--- src/rtl/progress_wd_pkg.sv ---
// Shared types and constants for the multi-channel progress watchdog.
package progress_wd_pkg;

  typedef enum logic [2:0] {
    DISARMED = 3'd0,
    BASELINE = 3'd1,
    RUN      = 3'd2,
    WARN     = 3'd3,
    EXPIRED  = 3'd4
  } wd_state_t;

  localparam int unsigned MODE_VALUE  = 0;
  localparam int unsigned MODE_STROBE = 1;
  localparam int unsigned MODE_EITHER = 2;

endpackage

--- src/rtl/progress_wd_chan.sv ---
// One watchdog channel: progress detection, stall counter, warn/expiry FSM
// and the value latched at expiry.
module progress_wd_chan
  import progress_wd_pkg::*;
#(
  parameter int unsigned XLEN        = 64,
  parameter int unsigned THRESH      = 1000000,
  parameter int unsigned WARN_THRESH = 0,
  parameter int unsigned MODE        = MODE_VALUE,
  parameter int unsigned CNT_W       = $clog2(THRESH + 1)
) (
  input  logic             clk,
  input  logic             reset_n,
  input  logic             arm,
  input  logic             clear,
  input  logic [XLEN-1:0]  value,
  input  logic             prog_valid,
  output logic             warn,
  output logic             expired,
  output logic [CNT_W-1:0] cnt,
  output logic [XLEN-1:0]  stuck
);

  // A disabled warning level collapses onto THRESH, which the expiry branch claims first.
  localparam int unsigned WARN_LVL = (WARN_THRESH == 0) ? THRESH : WARN_THRESH;
  localparam logic [CNT_W-1:0] THRESH_C = CNT_W'(THRESH);
  localparam logic [CNT_W-1:0] WARN_C   = CNT_W'(WARN_LVL);

  wd_state_t        state_q, state_d;
  logic [CNT_W-1:0] cnt_q, cnt_d;
  logic [XLEN-1:0]  prev_q, prev_d;
  logic [XLEN-1:0]  stuck_q, stuck_d;
  logic [CNT_W-1:0] cnt_inc;
  logic             val_chg;
  logic             progress;

  always_comb begin
    val_chg = (value != prev_q);
    unique case (MODE)
      MODE_VALUE:  progress = val_chg;
      MODE_STROBE: progress = prog_valid;
      default:     progress = val_chg | prog_valid;
    endcase
  end

  always_comb begin
    state_d = state_q;
    cnt_d   = cnt_q;
    prev_d  = prev_q;
    stuck_d = stuck_q;
    cnt_inc = cnt_q + CNT_W'(1);
    if (clear) begin
      state_d = arm ? BASELINE : DISARMED;
      cnt_d   = '0;
      stuck_d = '0;
    end else begin
      unique case (state_q)
        DISARMED: begin
          cnt_d = '0;
          if (arm) state_d = BASELINE;
        end
        BASELINE: begin
          prev_d  = value;
          cnt_d   = '0;
          state_d = arm ? RUN : DISARMED;
        end
        RUN, WARN: begin
          if (!arm) begin
            state_d = DISARMED;
            cnt_d   = '0;
          end else begin
            prev_d = value;
            if (progress) begin
              state_d = RUN;
              cnt_d   = '0;
            end else begin
              cnt_d = cnt_inc;
              if (cnt_inc == THRESH_C) begin
                state_d = EXPIRED;
                stuck_d = value;
              end else if (cnt_inc >= WARN_C) begin
                state_d = WARN;
              end else begin
                state_d = RUN;
              end
            end
          end
        end
        EXPIRED: cnt_d = THRESH_C;
        default: begin
          state_d = DISARMED;
          cnt_d   = '0;
        end
      endcase
    end
  end

  always_ff @(posedge clk) begin
    if (!reset_n) begin
      state_q <= DISARMED;
      cnt_q   <= '0;
      prev_q  <= '0;
      stuck_q <= '0;
    end else begin
      state_q <= state_d;
      cnt_q   <= cnt_d;
      prev_q  <= prev_d;
      stuck_q <= stuck_d;
    end
  end

  assign warn    = (state_q == WARN);
  assign expired = (state_q == EXPIRED);
  assign cnt     = cnt_q;
  assign stuck   = stuck_q;

endmodule

--- src/rtl/progress_watchdog_mc.sv ---
// Multi-channel hang detector: per-channel watchdogs plus first-expired
// priority encode, stuck-value select and peak counter reduction.
module progress_watchdog_mc
  import progress_wd_pkg::*;
#(
  parameter int unsigned NUM_CH      = 1,
  parameter int unsigned XLEN        = 64,
  parameter int unsigned THRESH      = 1000000,
  parameter int unsigned WARN_THRESH = 0,
  parameter int unsigned MODE        = MODE_VALUE,
  parameter int unsigned CNT_W       = $clog2(THRESH + 1)
) (
  input  logic                            clk,
  input  logic                            reset_n,
  input  logic [NUM_CH-1:0]               arm,
  input  logic [NUM_CH-1:0]               clear,
  input  logic [NUM_CH*XLEN-1:0]          value,
  input  logic [NUM_CH-1:0]               prog_valid,
  output logic [NUM_CH-1:0]               warn_vec,
  output logic [NUM_CH-1:0]               expired_vec,
  output logic                            timeout,
  output logic [((NUM_CH > 1) ? $clog2(NUM_CH) : 1)-1:0] timeout_ch,
  output logic [XLEN-1:0]                 stuck_value,
  output logic [CNT_W-1:0]                max_count
);

  localparam int unsigned TCH_W = (NUM_CH > 1) ? $clog2(NUM_CH) : 1;

  logic [CNT_W-1:0] cnt_arr   [NUM_CH];
  logic [XLEN-1:0]  stuck_arr [NUM_CH];

  for (genvar i = 0; i < NUM_CH; i++) begin : g_chan
    progress_wd_chan #(
      .XLEN        (XLEN),
      .THRESH      (THRESH),
      .WARN_THRESH (WARN_THRESH),
      .MODE        (MODE),
      .CNT_W       (CNT_W)
    ) u_chan (
      .clk        (clk),
      .reset_n    (reset_n),
      .arm        (arm[i]),
      .clear      (clear[i]),
      .value      (value[i*XLEN +: XLEN]),
      .prog_valid (prog_valid[i]),
      .warn       (warn_vec[i]),
      .expired    (expired_vec[i]),
      .cnt        (cnt_arr[i]),
      .stuck      (stuck_arr[i])
    );
  end

  assign timeout = |expired_vec;

  // Descending scan so the lowest expired index is the last writer.
  always_comb begin
    timeout_ch  = '0;
    stuck_value = '0;
    max_count   = '0;
    for (int i = NUM_CH - 1; i >= 0; i--) begin
      if (expired_vec[i]) begin
        timeout_ch  = TCH_W'(i);
        stuck_value = stuck_arr[i];
      end
    end
    for (int i = 0; i < NUM_CH; i++) begin
      if (cnt_arr[i] > max_count) max_count = cnt_arr[i];
    end
  end

endmodule
--- config.mk ---
export PLATFORM = sky130hd
export DESIGN_NAME = progress_watchdog_mc
export DESIGN_NICKNAME = d
export VERILOG_FILES = /design/src/rtl/progress_wd_pkg.sv /design/src/rtl/progress_wd_chan.sv /design/src/rtl/progress_watchdog_mc.sv
export SDC_FILE = /design/constraint.sdc
export NUM_CORES = 1
export LEC_CHECK = 0
export BUFFER_PORTS_ARGS = -buffer_cell sky130_fd_sc_hd__buf_4
export CAP_MARGIN = 20
export CORE_ASPECT_RATIO = 0.7
export CORE_UTILIZATION = 35
export CTS_CLUSTER_DIAMETER = 120
export DETAILED_ROUTE_END_ITERATION = 8
export HOLD_SLACK_MARGIN = 0.15
export SYNTH_ARGS = -nofsm -noshare
export SYNTH_HDL_FRONTEND = slang
export SYNTH_SLANG_ARGS = --single-unit
--- constraint.sdc ---
create_clock -name clk -period 3.57 [get_ports clk]
set_clock_uncertainty 0.05 [all_clocks]
set_input_delay 0.1785 -clock clk [delete_from_list [all_inputs] [get_ports clk]]
set_output_delay 0.1785 -clock clk [all_outputs]
set_load 0.02 [all_outputs]
==> impl_metrics.csv, run 1 <==
group,metric,value,unit
placed_design,place.gp.congestion,0.895,
clock_network,cts.clk_slew.worst_paths,0.06,ns
yosys,yosys.area.top_type,"dfxtp_1",
job,cap_viol_max_count,0,
worst_hold_path,hold_path.class,"input pin to register",
setup_path,r2r-end,"g_chan[0].u_chan.stuck[3]$_SDFFE_PP0P_",
route,viasPerCell,5.56,
floorplan,core-area,22100,sq um
yosys,synth_top_area_share,37.7,%
setup_path,reg2reg_depth,9,
route,drc_errors,0,
setup_path,critPathMaxFanout,36,
power_and_ir_drop,cellPowerDensity,382,nW/um^2
worst_hold_path,holdPathStages,2,
yosys,synth_fa_ha_area_share,0.312,%
timing,post-route-period-util,93.8,%
yosys,synth_area_leaders,"dfxtp_1 (38%), xor2_1 (7.8%), nand2_1 (6.6%)",
yosys,async_flop_share,0,%
power_and_ir_drop,worst_ir_drop_vdd,0.350,mV
timing,relSlewSlack,41.0,%
power_and_ir_drop,p_comb_share,9.5,%
placed_design,portBuffers,154,
route,vias,7979,
yosys,ys_ff_latch,151,
route,detail_route.first_pass.iterations,7,
setup_path,critPathKind,"register to register",
route,routedWlPerCell,18.2,um
floorplan,rows,45,
timing,hold_viol_final,0,
yosys,synth_top_family_by_area,"simple AND/OR/NAND/NOR gates",
yosys,synthCells,973,
layout,multi_input_area,4510,sq um
layout,nets,1188,
yosys,yosysMostFrequentCell,"dfxtp_1",
layout,final_cells,1434,
setup_path,r2r_slack,0.22,ns
global_route,grt_max_degree,70,
floorplan,dieArea,23500,sq um
setup_path,required,3.79,ns
clock_network,cts_root_buf,"clkbuf_16",
global_route,overflow,0,
yosys,yosys-mux-area-fraction,0.250,%
setup_path,arrival,3.57,ns
yosys,synth-edff-count,0,
yosys,ys.flop_type,"dfxtp_1",
route,drt-total-wl,26.0,mm
route,drtAntennaViolNets,0,
yosys,synth_seq_area_share,37.7,%
timing,max_freq,0.299,GHz
layout,drive_gt1_share,22.8,%
worst_hold_path,hp-start,"reset_n",
global_route,grt_antenna_before_repair,0,
yosys,ys_types,48,
power_and_ir_drop,power.switching,0.974,mW
timing,setup_viol_count_final,0,
power_and_ir_drop,power_leakage,4.07,nW
yosys,syn_area_per_cell,8.24,sq um
yosys,syn-cell-area,8020,sq um
yosys,synth-xor-area-share,8.96,%
global_route,grt_pass1_vias,7380,
yosys,synthTopCellsByCount,"dfxtp_1 (151), nand2_1 (142), clkbuf_1 (88)",
setup_path,cp-end-kind,"register",
route,drt_iter0_markers,559,
layout,n_antenna_cell,0,
timing,rsz0062_at_grt,"false",
power_and_ir_drop,p_sw_share,24.0,%
yosys,synth_fp_nets,1044,
placed_design,place_inst,1336,
power_and_ir_drop,seq_power_share,42.6,%
layout,regArea,3020,sq um
clock_network,cts_resized,0,
timing,fin_crit,3.35,ns
global_route,track_usage,21.8,%
timing,worst_pin_slew,0.883,ns
timing,fin_setup_tns,0,ns
power_and_ir_drop,power_frac_clock,47.9,%
yosys,post_synth_and_or_nand_nor_area_fraction,25.7,%
setup_path,r2r-start,"g_chan[0].u_chan.cnt[0]$_SDFF_PP0_",
global_route,grt_pass1_wl,40.5,mm
layout,area_growth,32.4,%
clock_network,cts_inserted_buffers,17,
worst_hold_path,worstHoldEndpoint,"g_chan[0].u_chan.prev_q[11]$_SDFFE_PN0P_",
yosys,synth_compound_area_share,20.5,%
power_and_ir_drop,p_int,3.08,mW
timing,slew_violations,0,
clock_network,clock_latency,0.43,ns
floorplan,num_io_pins,157,
layout,final.fill_count,2154,
setup_path,worst_setup_path_start_kind,"register",
clock_network,clock-sinks,151,
floorplan,start_util,36.3,%
floorplan,die_x,183,um
clock_network,clk_path_buf_depth,2,
floorplan,dieHeight,129,um
yosys,yosysWarnings,0,
status,status,"completed",
clock_network,cts-htree-levels,4,
clock_network,postCtsSetupBuffers,0,
placed_design,hpwl,17.1,mm
clock_network,cts_tree,"done",
[power by group through the flow]
stage               combinational, mW  sequential [mW]  clock (mW)
global route                    0.412             1.73        2.04
CTS                             0.380             1.73        1.98
finish                          0.385             1.73        1.95
global placement                0.317             1.76           0
floorplan                       0.159             1.76           0
detailed placement              0.320             1.77           0
[critical path, stage by stage (launching register included)]
cell     delay (ns)
dfxtp_1        0.40
ha_1           0.33
nand4_1        0.28
nor4_2         0.41
xnor2_1        0.19
or4_4          0.47
or3b_4         0.45
buf_12         0.19
o31ai_1        0.29
a21oi_1        0.10
[cells in the final DEF (no fill, tap or decap), types with 3 or more instances in the layout]
cell,Yosys,layout
o21ai_0,3,3
dlygate4sd3_1,0,66
nand4_1,80,80
o31ai_2,38,38
nor2_1,36,35
buf_12,0,7
dfxtp_1,151,150
a21oi_1,66,66
nand3_1,8,8
xnor2_1,11,11
clkinv_4,0,3
nand2_1,142,141
nor3b_1,5,4
o21a_1,9,9
o31ai_1,26,26
clkbuf_16,0,17
xor2_1,71,71
nor4_1,32,32
nor3_1,11,10
inv_1,3,3
a21boi_0,64,64
buf_4,4,168
bufinv_16,0,4
and3_1,69,69
[how the worst max path moves through the flow]
stage	start	to	slack, ns	depth (start not counted)
CTS	g_chan[0].u_chan.cnt[0]$_SDFF_PP0_	g_chan[0].u_chan.stuck[3]$_SDFFE_PP0P_	0.27	9
floorplan	g_chan[0].u_chan.cnt[0]$_SDFF_PP0_	g_chan[0].u_chan.stuck[10]$_SDFFE_PP0P_	0.62	10
detailed placement	g_chan[0].u_chan.cnt[0]$_SDFF_PP0_	g_chan[0].u_chan.stuck[3]$_SDFFE_PP0P_	0.29	9
finish	g_chan[0].u_chan.cnt[0]$_SDFF_PP0_	g_chan[0].u_chan.stuck[3]$_SDFFE_PP0P_	0.22	9
global placement	g_chan[0].u_chan.cnt[0]$_SDFF_PP0_	g_chan[0].u_chan.stuck[3]$_SDFFE_PP0P_	0.39	9
global route	g_chan[0].u_chan.cnt[0]$_SDFF_PP0_	g_chan[0].u_chan.stuck[3]$_SDFFE_PP0P_	0.11	9
[final cells by class]
cell class                      count  share of cell area [%]
Tap cell                          305                    3.59
Timing Repair Buffer              241                    19.4
Multi-Input combinational cell    702                    42.4
Clock inverter                     10                    1.60
Sequential cell                   151                    28.5
Inverter                            4                   0.141
Clock buffer                       21                    4.34
[logic make-up after synthesis]
kind of cell / Yosys count
buffers and inverters: 120
XOR/XNOR: 82
AO/OA/AOI/OAI: 216
adder cells (fa/ha/maj): 2
AND/OR/NAND/NOR: 399
other: 1
flip-flops: 151
multiplexers: 2
[metal layers]
layer / GRT usage, % / routed length, um / vias up
met4: 6.76 / 500 / 0
li1: - / - / 3754
met1: 33.4 / 13200 / 3871
met3: 3.71 / 1640 / 39
met2: 30.6 / 10700 / 315
met5: 0 / 0 / -
[timing repair]
action | CTS | global route
hold buffers | 66 | 0
endpoints found under the setup margin | 0 | 0
endpoints found under the hold margin | 129 | 0
[sequential cells by signal, summed over array words and instances, names as in the netlist]
name	count
g_chan.u_chan.stuck	64
g_chan.u_chan.state_q	3
g_chan.u_chan.prev_q	64
g_chan.u_chan.cnt	20
[per-stage QoR]
step / cell area, sq um / hold WS (ns) / utilization, % / setup slack [ns] / power [mW]
after floorplan: 8020 / 0.273 / - / 0.620 / 1.92
after global placement: 9310 / 0.399 / 42.2 / 0.394 / 2.08
after detailed placement: 9310 / 0.404 / 42.2 / 0.286 / 2.09
after CTS: 10600 / 0.247 / 48.0 / 0.272 / 4.09
after global routing: 10600 / 0.284 / 48.1 / 0.112 / 4.18
final: 10600 / 0.264 / 48.1 / 0.222 / 4.06
Power figures use the tool's default switching activity.
==> inputs of run 2 (changes only) <==
CORE_ASPECT_RATIO = unset   (was 0.7)
==> impl_metrics.csv, run 2 (synthesis gave the netlist of run 1 again) <==
group,metric,value,unit
status,status,"finished, violations left",
status,failed_checks,"DRC",
floorplan,num_io_pins,157,
timing,relSlewSlack,36.8,%
worst_hold_path,hold_path.class,"input pin to register",
timing,layout_setup_ws,0.303,ns
clock_network,clock-sinks,151,
layout,mostFrequentLayoutCells,"buf_4 (168), dfxtp_1 (150), nand2_1 (141)",
global_route,grt_antenna_before_repair,0,
power_and_ir_drop,worst_ir_drop_vdd,0.306,mV
route,drc_errors,2,
clock_network,clk_path_buf_depth,2,
layout,nets,1187,
power_and_ir_drop,cellPowerDensity,375,nW/um^2
layout,area_growth,31.6,%
route,drt-total-wl,25.3,mm
route,detail_route.first_pass.iterations,7,
timing,worst_pin_slew,0.946,ns
route,drt_iter0_markers,567,
setup_path,critPathMaxFanout,26,
floorplan,dieArea,23500,sq um
timing,rsz0062_at_grt,"false",
global_route,grt_max_degree,68,
floorplan,rows,55,
timing,setup_viol_count_final,0,
layout,fin_area,10600,sq um
timing,slew_violations,0,
route,vias,7704,
setup_path,cp-endpoint,"g_chan[0].u_chan.stuck[2]$_SDFFE_PP0P_",
timing,max_freq,0.306,GHz
setup_path,reg2reg_depth,8,
global_route,overflow,0,
placed_design,post-place-ws,0.357,ns
placed_design,place_inst,1316,
clock_network,clock_latency,0.43,ns
timing,fin_setup_tns,0,ns
clock_network,cts_inserted_buffers,17,
placed_design,place.gp.congestion,0.885,
layout,n_antenna_cell,0,
setup_path,r2r-end,"g_chan[0].u_chan.stuck[2]$_SDFFE_PP0P_",
placed_design,dpl_cell_area,9290,sq um
clock_network,cts_resized,0,
clock_network,cts_tree,"done",
timing,whs,0.380,ns
setup_path,setup.worst_path.start,"g_chan[0].u_chan.cnt[3]$_SDFF_PP0_",
floorplan,die_x,153,um
clock_network,cts.clk_slew.worst_paths,0.07,ns
setup_path,worst_setup_path_start_kind,"register",
setup_path,cp-end-kind,"register",
setup_path,arrival,3.49,ns
layout,final_common_cell,"buf_4",
setup_path,r2r-start,"g_chan[0].u_chan.cnt[3]$_SDFF_PP0_",
global_route,grt_pass1_wl,40.2,mm
clock_network,cts_root_buf,"clkbuf_16",
layout,final_cells,1414,
floorplan,dieHeight,153,um
route,drtAntennaViolNets,0,
placed_design,hpwl,16.5,mm
floorplan,core-area,22600,sq um
route,viasPerCell,5.45,
setup_path,required,3.79,ns
timing,post-route-period-util,91.5,%
timing,fin_crit,3.27,ns
job,cap_viol_max_count,0,
layout,drive_gt1_share,22.9,%
setup_path,r2r_slack,0.30,ns
route,routedWlPerCell,17.9,um
floorplan,start_util,35.5,%
timing,hold_viol_final,0,
global_route,track_usage,21.4,%
global_route,grt_pass1_vias,7245,
clock_network,cts-htree-levels,4,
power_and_ir_drop,power_leakage,4.03,nW
setup_path,critPathKind,"register to register",
placed_design,portBuffers,154,
==> run 2: routing by layer <==
layer / routed length [um] / global-route usage [%]
met5: 0 / 0
met4: 378 / 6.38
met3: 1190 / 3.71
met2: 11600 / 33.8
met1: 12100 / 29.7
==> run 2: cell type report <==
class,count,area (sq um)
fill,2244,12000
multi-input combinational,702,4510
sequential,151,3020
timing repair buffer,240,2040
clock buffer,19,453
tap,285,357
clock inverter,13,148
inverter,4,15.0
==> run 2: how the worst min path moves through the flow <==
stage | from | endpoint | slack (ns) | cells after the start
6_report | reset_n | g_chan[0].u_chan.prev_q[38]$_SDFFE_PN0P_ | 0.38 | 3
5_1_grt | reset_n | g_chan[0].u_chan.prev_q[33]$_SDFFE_PN0P_ | 0.42 | 3
4_1_cts | reset_n | g_chan[0].u_chan.prev_q[38]$_SDFFE_PN0P_ | 0.39 | 3
3_5_place_dp | g_chan[0].u_chan.stuck[33]$_SDFFE_PP0P_ | g_chan[0].u_chan.stuck[33]$_SDFFE_PP0P_ | 0.41 | 2
3_3_place_gp | g_chan[0].u_chan.stuck[44]$_SDFFE_PP0P_ | g_chan[0].u_chan.stuck[44]$_SDFFE_PP0P_ | 0.40 | 2
2_1_floorplan | value[12] | g_chan[0].u_chan.prev_q[12]$_SDFFE_PN0P_ | 0.27 | 2
==> run 2: critical path, cell delays in order, from the launching register on <==
cell and delay (ns):
dfxtp_1 0.49, nand2_1 0.18, or4_1 0.42, a221o_1 0.32, or4_4 0.56, or3b_4 0.43, buf_4 0.25, o31ai_1 0.28
a21oi_1 0.09
==> run 2: where the power goes <==
| part | internal, mW | switching (mW) | total [mW] | leakage (nW) |
|---|---|---|---|---|
| Sequential | 1.71 | 0.0168 | 1.73 | 1.22 |
| Combinational | 0.163 | 0.219 | 0.382 | 2.54 |
| Clock | 1.07 | 0.769 | 1.84 | 0.276 |
==> run 2: metrics by stage <==
| step | util [%] | power (mW) |
|---|---|---|
| 2_1_floorplan | - | 1.92 |
| 3_3_place_gp | 41.2 | 2.08 |
| 3_5_place_dp | 41.2 | 2.08 |
| 4_1_cts | 46.7 | 3.98 |
| 5_1_grt | 46.7 | 4.10 |
| 6_report | 46.7 | 3.95 |
==> run 2: timing repair <==
action | CTS | global route
endpoints found under the hold margin | 129 | 0
hold buffers | 66 | 0
setup buffers | 0 | 0
==> inputs of run 3 (changes only) <==
RECOVER_POWER = 25   (was unset)
==> impl_metrics.csv, run 3 (synthesis gave the netlist of run 1 again) <==
group,metric,value,unit
clock_network,postCtsSetupBuffers,0,
timing,post-route-period-util,91.4,%
setup_path,arrival,3.49,ns
setup_path,crit_chain,"clkbuf_1, nand4_1, nor4_1, a211oi_1, or4_4, or3b_4, buf_4, o31ai_1, a21oi_1",
setup_path,worst_setup_path_start_kind,"register",
route,drc_errors,2,
floorplan,core-area,22600,sq um
power_and_ir_drop,p_int,2.95,mW
floorplan,start_util,35.5,%
route,vias,7679,
clock_network,cts.clk_slew.worst_paths,0.07,ns
power_and_ir_drop,cellPowerDensity,377,nW/um^2
floorplan,dieArea,23500,sq um
global_route,grt_pass1_vias,7245,
setup_path,r2r-end,"g_chan[0].u_chan.stuck[2]$_SDFFE_PP0P_",
job,cap_viol_max_count,0,
route,drt_iter0_markers,627,
timing,relSlewSlack,9.20,%
clock_network,cts_resized,0,
clock_network,cts_inserted_buffers,17,
layout,area_growth,30.5,%
clock_network,clk_path_buf_depth,2,
setup_path,critPathKind,"register to register",
setup_path,cp_top_family,"simple AND/OR/NAND/NOR gates",
clock_network,cts_tree,"done",
placed_design,portBuffers,154,
clock_network,clock-sinks,151,
clock_network,cts_root_buf,"clkbuf_16",
placed_design,hpwl,16.5,mm
setup_path,r2r-start,"g_chan[0].u_chan.cnt[5]$_SDFF_PP0_",
setup_path,cp-end-kind,"register",
setup_path,required,3.79,ns
route,drtAntennaViolNets,0,
power_and_ir_drop,p_comb_share,9.7,%
global_route,grt_antenna_before_repair,0,
power_and_ir_drop,seq_power_share,43.7,%
worst_hold_path,hp-start,"reset_n",
setup_path,critPathMaxFanout,26,
status,status,"finished, violations left",
timing,hold_viol_final,0,
route,detail_route.first_pass.iterations,7,
layout,n_antenna_cell,0,
layout,mostFrequentLayoutCells,"dfxtp_1 (151), buf_4 (147), nand2_1 (141)",
layout,nets,1187,
global_route,grt_pass1_wl,40.2,mm
timing,slew_violations,0,
global_route,grt_max_degree,68,
timing,worst_pin_slew,1.36,ns
power_and_ir_drop,finalPower,3.95,mW
global_route,track_usage,21.4,%
setup_path,reg2reg_depth,9,
clock_network,cts-htree-levels,4,
timing,max_freq,0.307,GHz
route,routedWlPerCell,17.9,um
setup_path,max_stage_delay,0.58,ns
clock_network,cts_hold_buf,66,
route,viasPerCell,5.43,
timing,rsz0062_at_grt,"false",
timing,fin_crit,3.26,ns
setup_path,critPathBufInv,2,
power_and_ir_drop,power_frac_clock,46.6,%
timing,setup_viol_count_final,0,
global_route,overflow,0,
floorplan,num_io_pins,157,
power_and_ir_drop,power_leakage,3.94,nW
setup_path,slowest_stage,"or4_4",
floorplan,dieHeight,153,um
status,failed_checks,"DRC",
clock_network,clock_latency,0.43,ns
worst_hold_path,worstHoldEndpoint,"g_chan[0].u_chan.prev_q[38]$_SDFFE_PN0P_",
floorplan,rows,55,
layout,final_common_cell,"dfxtp_1",
timing,fin_setup_tns,0,ns
placed_design,place.gp.congestion,0.885,
worst_hold_path,holdPathStages,3,
power_and_ir_drop,power.switching,1.00,mW
power_and_ir_drop,p_sw_share,25.4,%
floorplan,die_x,153,um
layout,drive_gt1_share,20.9,%
power_and_ir_drop,worst_ir_drop_vdd,0.307,mV
route,drt-total-wl,25.3,mm
worst_hold_path,hold_path.class,"input pin to register",
setup_path,r2r_slack,0.31,ns
run 3: worst max path at each step:
| stage | startpoint | end | slack, ns | cells past startpoint |
|---|---|---|---|---|
| final | g_chan[0].u_chan.cnt[5]$_SDFF_PP0_ | g_chan[0].u_chan.stuck[2]$_SDFFE_PP0P_ | 0.31 | 9 |
| after floorplan | g_chan[0].u_chan.cnt[0]$_SDFF_PP0_ | g_chan[0].u_chan.stuck[10]$_SDFFE_PP0P_ | 0.62 | 10 |
| after detailed placement | g_chan[0].u_chan.cnt[3]$_SDFF_PP0_ | g_chan[0].u_chan.stuck[55]$_SDFFE_PP0P_ | 0.36 | 8 |
| after global placement | g_chan[0].u_chan.cnt[3]$_SDFF_PP0_ | g_chan[0].u_chan.stuck[2]$_SDFFE_PP0P_ | 0.41 | 8 |
| after global routing | g_chan[0].u_chan.cnt[5]$_SDFF_PP0_ | g_chan[0].u_chan.stuck[3]$_SDFFE_PP0P_ | 0.08 | 9 |
| after CTS | g_chan[0].u_chan.cnt[3]$_SDFF_PP0_ | g_chan[0].u_chan.stuck[60]$_SDFFE_PP0P_ | 0.34 | 8 |
run 3: layout make-up:
class | instances | area, sq um
multi-input combinational | 702 | 4510
clock inverter | 13 | 148
clock buffer | 19 | 453
tap | 285 | 357
fill | 2252 | 12100
inverter | 4 | 15.0
timing repair buffer | 240 | 1960
sequential | 151 | 3020
run 3: tightest hold or removal path, cell delays in order:
cell and delay, ns:
buf_4 0.12, buf_4 0.29, a21boi_0 0.20
run 3: per-stage QoR:
step	utilization, %	setup slack [ns]	cell area (sq um)	cells	hold WS, ns
after floorplan	-	0.620	8020	973	0.273
after global placement	41.2	0.413	9290	1316	0.397
after detailed placement	41.2	0.357	9290	1316	0.405
after CTS	46.7	0.345	10600	1414	0.386
after global routing	46.4	0.0771	10500	1414	0.418
final	46.4	0.309	10500	1414	0.372
run 3: per-layer routing:
metal	up-vias	track usage (%)	share of wire, %
met5	-	0	0
met4	0	6.38	1.6
met3	25	3.71	4.7
met2	220	33.8	46
met1	3678	29.7	48
li1	3756	-	-
run 3: power by group through the flow:
stage	logic [mW]	clock network (mW)	registers [mW]
after floorplan	0.159	0	1.76
after global placement	0.318	0	1.76
after detailed placement	0.319	0	1.77
after CTS	0.381	1.88	1.73
after global routing	0.412	1.96	1.73
final	0.381	1.84	1.73
